`src/rtl/bcd_pkg.sv`:
```
// Shared definitions for the sequential binary-to-BCD converter.
//   bcd_state_t / ST_*   : FSM encoding used by bin2bcd_seq
//   BCD_NINE             : digit value used when the result saturates
//   bcd_digits_needed()  : digits required to show any unsigned value of a given width
package bcd_pkg;

  typedef logic [1:0] bcd_state_t;

  localparam bcd_state_t ST_IDLE = 2'd0;
  localparam bcd_state_t ST_CONV = 2'd1;
  localparam bcd_state_t ST_DONE = 2'd2;

  localparam logic [3:0] BCD_NINE = 4'h9;

  // ceil(width * log10(2)), using log10(2) ~= 0.30103 in fixed point
  function automatic int bcd_digits_needed(input int width);
    return (width * 30103 + 99999) / 100000;
  endfunction

endpackage

```
`src/rtl/bcd_digit_adj.sv`:
```
// Double-dabble digit correction: adds 3 to a BCD digit that is 5 or more so
// that the following left shift carries correctly into the next digit.
//   digit_in  : current accumulator digit
//   digit_out : corrected digit, ready to be shifted
module bcd_digit_adj (
  input  logic [3:0] digit_in,
  output logic [3:0] digit_out
);

  assign digit_out = (digit_in >= 4'd5) ? digit_in + 4'd3 : digit_in;

endmodule

```
`src/rtl/bin2bcd_seq.sv`:
```
// Sequential shift-and-add-3 binary-to-BCD converter, one input bit per clock,
// with valid/ready handshakes on both sides and overflow saturation.
//   clk_50m, rst_n           : clock, asynchronous active-low reset
//   in_valid/in_ready/in_data: operand handshake (in_data sampled at accept only)
//   out_valid/out_ready      : result handshake, result held until accepted
//   out_bcd                  : DIGITS BCD digits, most significant at the top
//   out_neg                  : negative operand (SIGNED=1 only)
//   out_ovf                  : magnitude did not fit, out_bcd saturated to all nines
//
// state   | meaning
// IDLE    | waiting for an operand
// CONV    | shifting one magnitude bit per cycle into the accumulator
// DONE    | result presented, waiting for out_ready
module bin2bcd_seq
  import bcd_pkg::*;
#(
  parameter int BIN_W  = 12,
  parameter int DIGITS = 4,
  parameter int SIGNED = 0
) (
  input  logic                  clk_50m,
  input  logic                  rst_n,
  input  logic                  in_valid,
  output logic                  in_ready,
  input  logic [BIN_W-1:0]      in_data,
  output logic                  out_valid,
  input  logic                  out_ready,
  output logic [4*DIGITS-1:0]   out_bcd,
  output logic                  out_neg,
  output logic                  out_ovf
);

  localparam int ACC_W = 4 * DIGITS;
  localparam int CNT_W = $clog2(BIN_W + 1);

  generate
    if (DIGITS < 1 || BIN_W < 2) begin : g_param_chk
      $error("bin2bcd_seq: DIGITS must be >= 1 and BIN_W >= 2");
    end
  endgenerate

  bcd_state_t         state, state_dec;
  logic [BIN_W-1:0]   mag;
  logic [ACC_W-1:0]   acc;
  logic [CNT_W-1:0]   cnt;
  logic               ovf_sticky;
  logic               neg;

  logic [ACC_W-1:0]   acc_adj;
  logic [ACC_W-1:0]   acc_sh;
  logic [BIN_W-1:0]   mag_sh;
  logic               sticky_nxt;
  logic [BIN_W-1:0]   mag_load;
  logic               neg_load;
  logic               accept;

  // Unused encodings behave exactly like IDLE.
  always_comb begin
    state_dec = state;
    if (state != ST_CONV && state != ST_DONE) state_dec = ST_IDLE;
  end

  assign in_ready  = (state_dec == ST_IDLE) | ((state_dec == ST_DONE) & out_ready);
  assign out_valid = (state_dec == ST_DONE);
  assign accept    = in_valid & in_ready;

  for (genvar d = 0; d < DIGITS; d++) begin : g_adj
    bcd_digit_adj u_adj (
      .digit_in  (acc[4*d +: 4]),
      .digit_out (acc_adj[4*d +: 4])
    );
  end

  assign acc_sh     = {acc_adj[ACC_W-2:0], mag[BIN_W-1]};
  assign mag_sh     = {mag[BIN_W-2:0], 1'b0};
  // A 1 leaving the top digit means the value no longer fits in DIGITS digits.
  assign sticky_nxt = ovf_sticky | acc_adj[ACC_W-1];

  // Two's-complement negate; the most negative value maps to 2^(BIN_W-1).
  assign mag_load = ((SIGNED != 0) && in_data[BIN_W-1]) ? (~in_data) + BIN_W'(1) : in_data;
  assign neg_load = (SIGNED != 0) && in_data[BIN_W-1] && (in_data != '0);

  always_ff @(posedge clk_50m or negedge rst_n) begin
    if (!rst_n) begin
      state      <= ST_IDLE;
      mag        <= '0;
      acc        <= '0;
      cnt        <= '0;
      ovf_sticky <= 1'b0;
      neg        <= 1'b0;
      out_bcd    <= '0;
      out_neg    <= 1'b0;
      out_ovf    <= 1'b0;
    end else if (accept) begin
      mag        <= mag_load;
      neg        <= neg_load;
      acc        <= '0;
      ovf_sticky <= 1'b0;
      cnt        <= CNT_W'(BIN_W);
      state      <= ST_CONV;
    end else begin
      case (state_dec)
        ST_CONV: begin
          acc        <= acc_sh;
          mag        <= mag_sh;
          ovf_sticky <= sticky_nxt;
          cnt        <= cnt - CNT_W'(1);
          if (cnt == CNT_W'(1)) begin
            state   <= ST_DONE;
            out_bcd <= sticky_nxt ? {DIGITS{BCD_NINE}} : acc_sh;
            out_neg <= neg;
            out_ovf <= sticky_nxt;
          end
        end
        ST_DONE: begin
          if (out_ready) state <= ST_IDLE;
        end
        default: state <= ST_IDLE;
      endcase
    end
  end

endmodule

```
`config.mk`:
```
export PLATFORM = sky130hd
export DESIGN_NAME = bin2bcd_seq
export DESIGN_NICKNAME = d
export VERILOG_FILES = /design/src/rtl/bcd_pkg.sv /design/src/rtl/bcd_digit_adj.sv /design/src/rtl/bin2bcd_seq.sv
export SDC_FILE = /design/constraint.sdc
export NUM_CORES = 1
export LEC_CHECK = 0
export BUFFER_PORTS_ARGS = -buffer_cell sky130_fd_sc_hd__buf_2
export CORE_MARGIN = 2
export CORE_UTILIZATION = 52
export CTS_CLUSTER_DIAMETER = 120
export CTS_CLUSTER_SIZE = 10
export DETAILED_ROUTE_END_ITERATION = 7
export PLACE_DENSITY = 0.73
export SYNTH_ARGS = -nofsm -noshare
export SYNTH_HDL_FRONTEND = slang
export SYNTH_SLANG_ARGS = --single-unit
```
`constraint.sdc`:
```
create_clock -name clk_50m -period 2.7 [get_ports clk_50m]
set_clock_uncertainty 0.2 [all_clocks]
set_input_delay 0.54 -clock clk_50m [delete_from_list [all_inputs] [get_ports clk_50m]]
set_output_delay 0.54 -clock clk_50m [all_outputs]
set_load 0.02 [all_outputs]
```
==> reports/summary.md, run 1 <==
Global route
* **initial antenna violation count** 0
* **global route overflow** 0
* **Total Routing Usage GR** 17.8%
* **pin count of the biggest net entering global routing** 45
* **via count of the first global-routing pass** 1,863
* **first-pass GRT wire length** 8470 µm

Detailed routing
* **routed via count divided by cell count** 5.43
* **DRC violations left** 0
* **detailed-routing iteration count for the pre-antenna-repair pass** 4
* **wire length per cell** 13.1 µm
* **Detailed Route WL** 5110 µm
* **total vias in the final route** 2,116
* **DRC marker count from the first detailed-route iteration** 65
* **number of nets with antenna violations after detailed routing** 0

Finish
* **count of fill cells added during filler insertion** 456
* **Layout area overhead** 13.0%
* **share of layout cells above drive strength 1** 18.1%
* **most frequent cells in the layout** sky130_fd_sc_hd__dfrtp_1 (52), sky130_fd_sc_hd__buf_2 (34), sky130_fd_sc_hd__nand2_1 (29)
* **Util after Layout** 60.7%
* **count of inserted antenna diode cells** 0
* **number of nets in the final layout** 348
* **most common library cell in the layout ignoring fill and taps** sky130_fd_sc_hd__dfrtp_1

Clock tree
* **root cell of the clock tree** sky130_fd_sc_hd__clkbuf_8
* **number of buffers added by the clock tree synthesis step** 5
* **post-cts hold buffer count** 0
* **TritonCTS clock tree** yes
* **cts repair resizes** 0
* **number of setup buffers added after CTS** 0
* **CTS Sinks** 52
* **insertion delay to the later sink of the worst-skew pair** 0.31 ns
* **clock slew at reported path FFs** 0.10 ns
* **total number of H-tree levels** 2
* **Longest Clk Path Bufs** 2

Power
* **power per unit of standard cell area** 1130 nW/µm²
* **relative contribution of the clock network to total power** 16.6%
* **part of the total power dissipated in combinational logic** 45.8%
* **total net switching power** 1.46 mW
* **Int Power** 2.05 mW
* **net switching fraction of the power** 41.7%
* **fraction of power consumed by sequential logic** 37.6%
* **peak supply drop** 0.000840 V
* **Total Power** 3.51 mW
* **Pleak** 1.44 nW

Yosys
* **Netlist cell types** 39
* **synthesized instance count** 288
* **post-synthesis cell area** 2740 µm²
* **Post-synth top flop** sky130_fd_sc_hd__dfrtp_1
* **library cell occupying the most area in the post-synthesis netlist** sky130_fd_sc_hd__dfrtp_1
* **number of warnings issued by yosys** 0
* **Net Count, Synth** 317
* **share of synthesized flip-flops with an asynchronous set or reset** 100%
* **sequential share of the synthesized area** 47.4%
* **Post-synth EDFFs** 0
* **fraction of synthesized cell area taken by the top area cell type** 47.4%
* **syn avg cell area** 9.52 µm²
* **cell types occupying the most area after synthesis** sky130_fd_sc_hd__dfrtp_1 (47%), sky130_fd_sc_hd__ha_1 (5.9%), sky130_fd_sc_hd__mux2i_1 (4.4%), sky130_fd_sc_hd__o21ai_0 (4.2%), sky130_fd_sc_hd__nand2_1 (4.0%)
* **post-synthesis sequential element count** 52

Worst setup path
* **CP Data Arrival Time** 2.09 ns
* **maximum fanout along the worst path** 9
* **launching element type of the critical path** register
* **FF-to-FF setup slack** 0.58 ns
* **worst path required time** 2.67 ns
* **CP Capture Type** register
* **Setup CP Type** reg -> reg

Die
* **Initial Util** 53.7%
* **area of the core region** 5110 µm²
* **std cell rows** 26
* **area enclosed by the die boundary** 5870 µm²
* **overall die width** 76.6 µm
* **overall die height** 76.6 µm
* **# IOs** 36

STA
* **count of endpoints failing setup in the final report** 0
* **fmax** 472 MHz
* **share of the clock period used by the worst path** 78.5%
* **max_slew headroom** 53.8%
* **post-layout minimum cycle time** 2.12 ns
* **total count of hold-check failures in the final report** 0
* **setup repair after global routing missed its margin** no
* **Total Neg Setup Slack** 0 ns
* **slew at the pin with the worst max-slew slack** 0.693 ns
* **final number of max-transition violations** 0

Placed design
* **count of buffers from port buffering** 34
* **DPL Wire Length** 3580 µm
* **Final GP Congestion** 0.799

Outcome
* **result of the run** finished, final reports clean

Run
* **max cap viols** 0

Worst hold path
* **Worst Hold Class** in -> async

[routing by layer]
metal	wire length [µm]	up-vias	track usage, %
met4	30	0	5.45
met2	2310	36	28.0
li1	-	1066	-
met3	180	4	3.67
met1	2590	1010	25.1
met5	0	-	0
[worst paths after layout]
path / startpoint / to / cells past startpoint
max in group asynchronous: rst_n / mag[6]$_DFFE_PN0P_ / 2
max: acc[12]$_DFFE_PN0P_ / out_bcd[4]$_DFFE_PN0P_ / 5
min: rst_n / out_bcd[12]$_DFFE_PN0P_ / 1
max reg2reg: acc[12]$_DFFE_PN0P_ / out_bcd[4]$_DFFE_PN0P_ / 5
min reg2reg: out_bcd[13]$_DFFE_PN0P_ / out_bcd[13]$_DFFE_PN0P_ / 2
min in group clk_50m: in_data[0] / mag[0]$_DFFE_PN0P_ / 3
[sequential cells by signal (all words and copies together), names as in the netlist]
register / cells
mag: 12
acc: 16
ovf_sticky: 1
state: 2
cnt: 4
out_ovf: 1
out_bcd: 16
[Yosys cell counts (all sizes together) (2+ instances only)]
master  number
buf          8
clkbuf       8
o31ai        4
xnor2        2
a41oi        3
nor3b        8
nor2        26
mux2i       12
nand2b       8
nand2       29
nand3       17
and2         7
a21oi       15
dfrtp       52
a31oi       12
ha          13
inv         13
o21ai       24
a211o        8
a211oi       8
[area by class of cell]
class	count	area, µm²	area share, %
Clock buffer	7	96.3	3.11
Inverter	13	48.8	1.58
Timing Repair Buffer	40	215	6.95
Tap cell	70	87.6	2.83
Multi-Input combinational cell	207	1320	42.6
Sequential cell	52	1300	42.0
Clock inverter	1	30.0	0.969
[worst max-delay path, cell delays in order (launching register included)]
cell and delay [ns]:
sky130_fd_sc_hd__dfrtp_1 0.46, sky130_fd_sc_hd__ha_1 0.22, sky130_fd_sc_hd__nand2b_1 0.19, sky130_fd_sc_hd__nor3b_1 0.19, sky130_fd_sc_hd__nor3_2 0.54, sky130_fd_sc_hd__a31oi_1 0.17
[cells by family (layout without fill, tap and decap cells)]
group	count (synthesis)	count (layout)	synth area share (%)
adders and majority gates	13	13	5.93
DFF	52	52	47.4
buffers and inverters	29	61	4.56
muxes	12	12	4.38
AOI/OAI and AO/OA	75	75	18.0
other	1	1	0.137
and+or+nand+nor	103	103	18.6
xor gates and xnor gates	3	3	0.958
[power by group through the flow]
stage               logic [mW]  clock network (mW)  registers (mW)
floorplan                 1.23                   0            1.34
finish                    1.61               0.582            1.32
global placement          1.57                   0            1.32
global route              1.82               0.622            1.36
CTS                       1.62               0.591            1.32
detailed placement        1.61                   0            1.33
[through the flow]
stage          instances  setup slack (ns)  instance area [µm²]  hold slack, ns
2_1_floorplan        288             0.665                 2740          0.0444
3_3_place_gp         382             0.654                 2970           0.258
3_5_place_dp         382             0.598                 2970           0.269
4_1_cts              390             0.590                 3100           0.103
5_1_grt              390             0.381                 3100           0.112
6_report             390             0.581                 3100          0.0653
No activity file was read; power rests on OpenSTA's default activity.
==> inputs of run 2 (changes only) <==
--- a/config.mk
+++ b/config.mk
@@ -5,6 +5,7 @@
 export SDC_FILE = /design/constraint.sdc
 export NUM_CORES = 1
 export LEC_CHECK = 0
+export ABC_AREA = 1
 export BUFFER_PORTS_ARGS = -buffer_cell sky130_fd_sc_hd__buf_2
 export CORE_MARGIN = 2
 export CORE_UTILIZATION = 52
==> constraint.sdc (replaced) <==
create_clock -name clk_50m -period 2.1 [get_ports clk_50m]
set_clock_uncertainty 0.2 [all_clocks]
set_input_delay 0.42 -clock clk_50m [delete_from_list [all_inputs] [get_ports clk_50m]]
set_output_delay 0.42 -clock clk_50m [all_outputs]
set_load 0.02 [all_outputs]
==> reports/summary.md, run 2 <==
Yosys
* **sequential share of the synthesized area** 46.8%, -0.68 points
* **post-synthesis sequential element count** 52, unchanged
* **syn avg cell area** 8.18 µm², -14%
* **share of synthesized flip-flops with an asynchronous set or reset** 100%, unchanged
* **top cells by count, synth** sky130_fd_sc_hd__nand2_1 (89), sky130_fd_sc_hd__dfrtp_1 (52), sky130_fd_sc_hd__nand3_1 (43)
* **synthesized instance count** 340, +18%
* **library cell occupying the most area in the post-synthesis netlist** sky130_fd_sc_hd__dfrtp_1
* **cell types occupying the most area after synthesis** sky130_fd_sc_hd__dfrtp_1 (47%), sky130_fd_sc_hd__nand2_1 (12%), sky130_fd_sc_hd__nand3_1 (7.7%), sky130_fd_sc_hd__ha_1 (5.8%), sky130_fd_sc_hd__inv_1 (5.1%)
* **post-synthesis cell area** 2780 µm², +1.5%
* **Netlist cell types** 28, -28%
* **number of warnings issued by yosys** 0, unchanged
* **Post-synth EDFFs** 0, unchanged
* **Net Count, Synth** 369, +16%
* **fraction of synthesized cell area taken by the top area cell type** 46.8%, -0.68 points
* **Post-synth top flop** sky130_fd_sc_hd__dfrtp_1
* **most instantiated library cell after synthesis** sky130_fd_sc_hd__nand2_1

Run
* **max cap viols** 0, unchanged

Power
* **relative contribution of the clock network to total power** 20.9%, +4.3 points
* **fraction of power consumed by sequential logic** 40.9%, +3.3 points
* **part of the total power dissipated in combinational logic** 38.2%, -7.6 points
* **total net switching power** 1.30 mW, -11%
* **Int Power** 2.12 mW, +3.5%
* **peak supply drop** 0.000849 V, +1.0%
* **power per unit of standard cell area** 1080 nW/µm², -4.5%
* **Pleak** 1.68 nW, +16%
* **net switching fraction of the power** 38.1%, -3.6 points

Worst setup path
* **CP Data Arrival Time** 1.37 ns, -0.72 ns
* **CP Capture Type** output port
* **Setup CP Type** reg -> out
* **worst path required time** 1.48 ns, -1.19 ns
* **maximum fanout along the worst path** 4, -5
* **launching element type of the critical path** register

Global route
* **initial antenna violation count** 0, unchanged
* **pin count of the biggest net entering global routing** 53, +18%
* **first-pass GRT wire length** 9660 µm, +14%
* **via count of the first global-routing pass** 2,272, +22%
* **global route overflow** 0, unchanged
* **Total Routing Usage GR** 19.7%, +1.9 points

Clock tree
* **number of buffers added by the clock tree synthesis step** 5, unchanged
* **clock slew at reported path FFs** 0.09 ns, about the same
* **Longest Clk Path Bufs** 2, unchanged
* **CTS Sinks** 52, unchanged
* **TritonCTS clock tree** yes
* **insertion delay to the later sink of the worst-skew pair** 0.31 ns, about the same
* **total number of H-tree levels** 2, unchanged
* **root cell of the clock tree** sky130_fd_sc_hd__clkbuf_8

Placed design
* **count of buffers from port buffering** 34, unchanged
* **placed cell count** 441, +15%
* **DPL Wire Length** 3870 µm, +7.9%
* **Final GP Congestion** 0.816, +2.1%
* **worst-case setup slack after placement** 0.187 ns, -0.412 ns
* **instance area after placement** 3030 µm², +1.9%

STA
* **share of the clock period used by the worst path** 94.8%
* **count of endpoints failing setup in the final report** 0, unchanged
* **post-layout minimum cycle time** 1.99 ns
* **fmax** 503 MHz
* **Total Neg Setup Slack** 0 ns, unchanged
* **total count of hold-check failures in the final report** 0, unchanged
* **final number of max-transition violations** 0, unchanged
* **Setup WS post-layout** 0.110 ns, -0.471 ns
* **setup repair after global routing missed its margin** no

Finish
* **most frequent cells in the layout** sky130_fd_sc_hd__nand2_1 (89), sky130_fd_sc_hd__dfrtp_1 (52), sky130_fd_sc_hd__nand3_1 (43)
* **number of nets in the final layout** 408, +17%
* **Seq. cell area** 1300 µm², unchanged
* **Layout area overhead** 13.6%
* **final cell area excluding filler cells** 3160 µm², +2.1%
* **count of inserted antenna diode cells** 0, unchanged
* **share of layout cells above drive strength 1** 20.8%, +2.7 points
* **number of standard cells in the layout, taps in and fillers out** 450, +15%
* **combined area of the multi-input logic cells** 1240 µm², -5.7%
* **top flop regs** acc (16), out_bcd (16), mag (12)
* **count of fill cells added during filler insertion** 476, +4.4%
* **most common library cell in the layout ignoring fill and taps** sky130_fd_sc_hd__nand2_1

Detailed routing
* **routed via count divided by cell count** 5.11, -5.9%
* **total vias in the final route** 2,298, +8.6%
* **number of nets with antenna violations after detailed routing** 0, unchanged
* **wire length per cell** 12.1 µm, -7.5%
* **DRC marker count from the first detailed-route iteration** 119, +83%
* **Detailed Route WL** 5460 µm, +6.7%
* **detailed-routing iteration count for the pre-antenna-repair pass** 4, unchanged
* **DRC violations left** 0, unchanged
* **wire length on met1** 2400 µm, -7.6%
* **top routing layer used** met4
* **met2 routed WL** 2780 µm, +21%
* **met3 WL** 255 µm, +42%

Die
* **area of the core region** 5140 µm², +0.64%
* **Initial Util** 54.1%, +0.44 points
* **area enclosed by the die boundary** 5950 µm², +1.4%
* **# IOs** 36, unchanged
* **overall die height** 77.2 µm, +0.69%
* **std cell rows** 26, unchanged
* **overall die width** 77.2 µm, +0.69%

Outcome
* **result of the run** finished, final reports clean

Worst hold path
* **Worst Hold Class** in -> reg

## run 2: cell count changes in the layout (fill, tap and decap cells not counted), sizes merged, moves of 9 or more
cell | previous run | this run
inv | 13 | 40
a21oi | 15 | 6
nand4 | 0 | 10
nand2 | 29 | 97
nand3 | 17 | 45
nor2 | 26 | 17
a31oi | 12 | 0
mux2i | 12 | 0
o21ai | 24 | 34
## run 2: layer usage
| layer | global-route usage, % | up-vias |
|---|---|---|
| li1 | - | 1182 |
| met1 | 23.8 | 1056 |
| met2 | 34.9 | 57 |
| met3 | 3.18 | 3 |
| met4 | 8.21 | 0 |
| met5 | 0 | - |
## run 2: stage by stage
stage | power, mW | hold WS, ns | util, %
2_1_floorplan | 2.43 | -0.0756 | -
3_3_place_gp | 2.70 | 0.235 | 58.9
3_5_place_dp | 2.74 | 0.231 | 58.9
4_1_cts | 3.46 | 0.116 | 61.5
5_1_grt | 3.70 | 0.122 | 61.5
6_report | 3.42 | 0.123 | 61.5
## run 2: final timing paths
kind                            cells after the start                    start  slack (ns)                      end
min in group asynchronous                           3                    rst_n        0.44      out_ovf$_DFFE_PN0P_
worst max register to register                     11     state[0]$_DFFE_PN0P_        0.25     state[0]$_DFFE_PN0P_
max in group asynchronous                           3                    rst_n        1.03      acc[15]$_DFFE_PN0P_
worst min-delay path                                3               in_data[6]        0.12       mag[6]$_DFFE_PN0P_
worst max-delay path                                5     state[0]$_DFFE_PN0P_        0.11                 in_ready
worst min register to register                      2  out_bcd[10]$_DFFE_PN0P_        0.28  out_bcd[10]$_DFFE_PN0P_
## run 2: cell families after synthesis
kind of cell             Yosys count  synth area share, %
AND/OR/NAND/NOR                  178                 29.4
adder cells (fa/ha/maj)           13                 5.85
flip-flops                        52                 46.8
other                              1                0.135
buffers and inverters             51                 8.54
AO/OA/AOI/OAI                     45                 9.31
## run 2: cell type report
type                    count  area share (%)
multi-input cells         237            39.3
clock inverters             2            1.23
clock buffers               6            2.61
inverters                  40            4.91
well taps                  70            2.77
repair buffers             43            7.99
flip-flops and latches     52            41.2
## run 2: worst max-delay path, stage by stage, from the launching register on
cell and delay (ns):
sky130_fd_sc_hd__dfrtp_1 0.41, sky130_fd_sc_hd__inv_1 0.06, sky130_fd_sc_hd__ha_1 0.28, sky130_fd_sc_hd__inv_1 0.08, sky130_fd_sc_hd__nand2_2 0.07, sky130_fd_sc_hd__buf_2 0.16
## run 2: what timing repair did
| action | in CTS | in global routing |
|---|---|---|
| endpoints found under the hold margin | 52 | 0 |
| setup buffers | 0 | 0 |
| setup endpoints to repair | 0 | 2 |
| hold buffers | 1 | 0 |
| gates resized for setup | 0 | 1 |
## run 2: power groups by stage
stage	registers, mW	clock network [mW]	logic (mW)
global route	1.43	0.769	1.50
floorplan	1.49	0	0.945
CTS	1.40	0.736	1.32
detailed placement	1.42	0	1.32
global placement	1.41	0	1.29
finish	1.40	0.716	1.31
